File: config.mk
export PLATFORM = sky130hd
export DESIGN_NAME = uart_tx_arbiter
export DESIGN_NICKNAME = d
export VERILOG_FILES = /design/src/rtl/uart_tx_arbiter.sv
export SDC_FILE = /design/constraint.sdc
export NUM_CORES = 1
export LEC_CHECK = 0
export CAP_MARGIN = 5
export CORE_MARGIN = 3
export CORE_UTILIZATION = 53
export CTS_BUF_LIST = sky130_fd_sc_hd__clkbuf_4 sky130_fd_sc_hd__clkbuf_8
export CTS_CLUSTER_DIAMETER = 50
export DETAILED_ROUTE_END_ITERATION = 10
export MAX_ROUTING_LAYER = met4
export PLACE_DENSITY = 0.93
export SETUP_SLACK_MARGIN = 0.02
export SKIP_LAST_GASP = 1
export SLEW_MARGIN = 40
export SYNTH_ARGS = -nofsm -noshare
export SYNTH_HDL_FRONTEND = slang
export SYNTH_SLANG_ARGS = --single-unit
File: constraint.sdc
create_clock -name clk -period 4.7 [get_ports clk]
set_input_delay 0.94 -clock clk [delete_from_list [all_inputs] [get_ports clk]]
set_output_delay 0.94 -clock clk [all_outputs]
set_load 0.005 [all_outputs]
File: src/rtl/uart_tx_arbiter.sv
// Two-client packet arbiter in front of a UART transmit FIFO.
// Round-robin on ties, grant held for a whole packet, revoked if the owner stalls too long.
module uart_tx_arbiter #(
   parameter int unsigned TIMEOUT = 1024
) (
   input  logic       clk,
   input  logic       reset,
   input  logic       req0_valid,
   input  logic [7:0] req0_data,
   input  logic       req0_last,
   output logic       req0_ready,
   input  logic       req1_valid,
   input  logic [7:0] req1_data,
   input  logic       req1_last,
   output logic       req1_ready,
   input  logic       tx_full,
   output logic       wr_uart,
   output logic [7:0] w_data,
   output logic [1:0] grant,
   output logic       abort
);

   typedef enum logic [1:0] {
      IDLE = 2'b00,
      GNT0 = 2'b01,
      GNT1 = 2'b10
   } state_t;

   localparam logic [15:0] TIMEOUT_M1 = 16'(TIMEOUT - 32'd1);

   state_t      state_q;
   state_t      state_d;
   logic        last_owner_q;
   logic        last_owner_d;
   logic [15:0] idle_cnt_q;
   logic [15:0] idle_cnt_d;
   logic        abort_q;
   logic        abort_d;

   logic        sel_valid;
   logic        sel_last;
   logic [7:0]  sel_data;
   logic        xfer;

   // Route the currently granted client's request onto a common bus.
   always_comb begin
      sel_valid = 1'b0;
      sel_last  = 1'b0;
      sel_data  = 8'h00;
      case (state_q)
         GNT0: begin
            sel_valid = req0_valid;
            sel_last  = req0_last;
            sel_data  = req0_data;
         end
         GNT1: begin
            sel_valid = req1_valid;
            sel_last  = req1_last;
            sel_data  = req1_data;
         end
         default: begin
            sel_valid = 1'b0;
            sel_last  = 1'b0;
            sel_data  = 8'h00;
         end
      endcase
      // A byte offered while reset is high is never written.
      xfer = sel_valid & ~tx_full & ~reset;
   end

   // Next-state, round-robin history and idle-counter update.
   always_comb begin
      state_d      = state_q;
      last_owner_d = last_owner_q;
      idle_cnt_d   = idle_cnt_q;
      abort_d      = 1'b0;
      case (state_q)
         IDLE: begin
            idle_cnt_d = 16'd0;
            if (req0_valid && req1_valid) begin
               state_d = last_owner_q ? GNT0 : GNT1;
            end else if (req0_valid) begin
               state_d = GNT0;
            end else if (req1_valid) begin
               state_d = GNT1;
            end else begin
               state_d = IDLE;
            end
         end
         GNT0, GNT1: begin
            if (xfer) begin
               idle_cnt_d = 16'd0;
               if (sel_last) begin
                  state_d      = IDLE;
                  last_owner_d = (state_q == GNT1);
               end else begin
                  state_d = state_q;
               end
            end else if (!sel_valid) begin
               if (idle_cnt_q == TIMEOUT_M1) begin
                  state_d      = IDLE;
                  last_owner_d = (state_q == GNT1);
                  idle_cnt_d   = 16'd0;
                  abort_d      = 1'b1;
               end else begin
                  idle_cnt_d = idle_cnt_q + 16'd1;
               end
            end else begin
               // Stalled by a full FIFO with data pending: not an idle cycle.
               idle_cnt_d = idle_cnt_q;
            end
         end
         default: begin
            state_d    = IDLE;
            idle_cnt_d = 16'd0;
         end
      endcase
   end

   // State, round-robin history, idle counter and abort pulse registers.
   always_ff @(posedge clk) begin
      if (reset) begin
         state_q      <= IDLE;
         last_owner_q <= 1'b1;
         idle_cnt_q   <= 16'd0;
         abort_q      <= 1'b0;
      end else begin
         state_q      <= state_d;
         last_owner_q <= last_owner_d;
         idle_cnt_q   <= idle_cnt_d;
         abort_q      <= abort_d;
      end
   end

   // Client handshakes and FIFO write port, decoded from the registered state.
   always_comb begin
      req0_ready = 1'b0;
      req1_ready = 1'b0;
      grant      = 2'b00;
      case (state_q)
         GNT0: begin
            grant      = 2'b01;
            req0_ready = ~tx_full & ~reset;
         end
         GNT1: begin
            grant      = 2'b10;
            req1_ready = ~tx_full & ~reset;
         end
         default: begin
            grant = 2'b00;
         end
      endcase
      wr_uart = xfer;
      w_data  = xfer ? sel_data : 8'h00;
   end

   assign abort = abort_q;

endmodule

==> results.txt <==
Status -> complete, no violations
Fill cells -> 167
Routed vias -> 1384
Final hold vios -> 0
Num ports -> 37
Detail Placement HPWL -> 2.73 mm
CP Launch Type -> input pin
Global-route total usage across every layer -> 0.245
Starting Density -> 0.576
Max frequency -> 254 MHz
Cell type with the largest total area after synthesis -> dfxtp_1
Layout area overhead -> 30.8%
Internal power -> 0.262 mW
Sequential cell area fraction in the yosys report -> 0.302
Setup ws final -> 0.766 ns
Post-DRT Antenna Nets -> 0
Residual DRC -> 0
Crit Path Class -> in -> out
Vias in the first global route -> 1318
Final Non-Filler Cells -> 218
Number of synthesized register bits -> 20
Seq pwr share -> 0.482
Max Cap Viol -> 0
Ant diodes -> 0
TritonCTS clock tree -> done
Die W -> 56.0 um
Hold Crit Class -> reg -> reg
Worst path cell trace -> clkdlybuf4s50_1, a22oi_4, nor2_1, nand2_1, nor2_1, clkdlybuf4s50_1
Psw -> 0.104 mW
Router iterations before antenna repair -> 4
Initial DRC Count -> 57
Largest net degree at the start of global routing -> 14
Synthesized area -> 1320 um^2
Final WL -> 3.57 mm
RSZ-0062 raised after global routing -> false
Core ar. -> 2300 um^2
Synth warnings -> 0
PwrDens -> 211 nW/um^2
Clock buffer depth -> 2
Crit path DAT -> 2.99 ns
Die height -> 56.0 um
Max stage delay on crit path -> 0.58 ns
Post-synth cell types -> 51
Clock slew at reported path FFs -> 0.11 ns
Slew Limit Fails -> 0
Combinational share of power -> 0.241
Post-synth EDFFs -> 0
Top-area cell type share of the netlist area -> 0.302
Sw Ratio -> 0.285
Initial antenna violation count -> 0
Worst slew margin -> 0.564
Syn_area_per_cell -> 8.60 um^2
Cts hold-fix bufs -> 0
Final Wtd Congestion -> 0.924
Row count -> 17
Die footprint -> 3130 um^2
Pre-CTS setup slack -> 0.785 ns
Pwr Total -> 0.366 mW
Root Buffer -> clkbuf_4
Async set-reset flop share out of synthesis -> 0
Clock Skew -> 0.00411 ns
Vias per inst -> 6.35
First-pass GRT wire length -> 6.13 mm
Core Util, Final -> 0.754
Crit-path max FO -> 9
Worst vdd ir -> 288 uV
WL per Instance -> 16.4 um
Top cells by area, synth -> dfxtp_1 30%, ha_1 5.7%, a22oi_1 4.5%
Final nets -> 220
Clk Latency, worst-skew pair -> 0.31 ns
Synth Flop Type -> dfxtp_1
Port bufs -> 36
Setup violators final -> 0
Clock Sinks -> 20
Num CTS Buffers -> 3
GRT Residual Overflow -> 0
Post-CTS Setup Inserts -> 0
Power share of the clock group -> 0.277
Fin crit period -> 3.93 ns
Critical-path top delay cell -> clkdlybuf4s50_1
Layout cells sized above 1 -> 0.100
Mapped Cells -> 154
Worst-Margin Slew -> 0.653 ns
CP required -> 3.76 ns
Pleak -> 0.548 nW
Setup tns final -> 0 ns
Placed insts -> 214
Final period util -> 0.837
CTS resizes -> 0
CP Capture Type -> output pin
Max H-tree Level -> 1
Post-Syn Nets -> 183
[metrics by stage]
stage,hold WS [ns],area (um^2)
6_report,0.494,1730
5_1_grt,0.517,1730
4_1_cts,0.495,1730
3_5_place_dp,0.477,1700
3_3_place_gp,0.469,1700
2_1_floorplan,0.444,1320
[layout by cell type (no fill, tap or decap), types with 3 or more instances in the layout]
cell              n
a31oi_1           3
o211ai_1          4
or3_1             6
inv_1             4
a22oi_1           8
nand2b_1          4
nand4_1           4
nor2_1           16
o21ai_0           6
dfxtp_1          20
mux2i_1           3
a21oi_1           9
nand2_1          13
clkdlybuf4s50_1  36
and2_1            3
clkbuf_4          3
nand3_1           4
ha_1              6
[registers in the layout, indices dropped and copies added, names as in the netlist]
register / flops
abort: 1
idle_cnt_q: 16
last_owner_q: 1
state_q: 2
[path summary, 6_finish.rpt]
| check | start | endpoint | slack [ns] | depth (start not counted) |
|---|---|---|---|---|
| worst max-delay path | req1_valid | w_data[7] | 0.77 | 6 |
| worst min-delay path | idle_cnt_q[1] | idle_cnt_q[1] | 0.49 | 2 |
| worst max register to register | state_q[0] | idle_cnt_q[10] | 2.39 | 6 |
| worst min register to register | idle_cnt_q[1] | idle_cnt_q[1] | 0.49 | 2 |
[cells by family after synthesis]
logic type | count (synthesis) | synth area share
AO/OA/AOI/OAI | 47 | 0.272
multiplexers | 3 | 0.0227
adder cells (fa/ha/maj) | 6 | 0.0567
XOR/XNOR | 4 | 0.0265
AND/OR/NAND/NOR | 65 | 0.287
flip-flops | 20 | 0.302
buffers and inverters | 9 | 0.0321
[layout make-up]
class                      count  area [um^2]  share of cell area
multi-input combinational    125          881               0.509
clock buffer                   4         36.3              0.0210
tap                           28         35.0              0.0202
inverter                       5         18.8              0.0108
sequential                    20          400               0.231
timing repair buffer          36          360               0.208
[layer usage]
metal  GRT usage  up-vias  wire length [um]
met5           -        -                 0
met4      0.0610        0                53
met3      0.0557       10               164
met2       0.402       54              1790
met1       0.304      660              1570
li1            -      660                 -
[synth_stat cells (all sizes together) (2+ instances only)]
cell type  number
mux2i           3
nor4b           2
o21ai           7
a31oi           3
inv             5
clkbuf          2
nand2b          4
o211ai          4
and3            2
xnor2           2
and2            3
nand3           5
ha              6
o2111ai         3
a22o            2
or3             6
nand4           5
a22oi           9
nor2           16
buf             2
xor2            2
o21bai          2
a21oi          10
dfxtp          20
nand2          14
nand4b          2
[critical path, delay by kind of cell]
family,cells,cell delay (ns)
AO/OA/AOI/OAI,1,0.15
AND/OR/NAND/NOR,3,0.80
buffers and inverters,2,1.10
[power groups by stage]
stage	registers, mW	clock network, mW	logic, mW
after floorplan	0.179	0	0.0499
after global placement	0.180	0	0.0832
after detailed placement	0.180	0	0.0862
after CTS	0.176	0.102	0.0871
after global routing	0.177	0.110	0.0957
final	0.176	0.101	0.0881
Note: power is estimated with default switching activity, not from simulation.
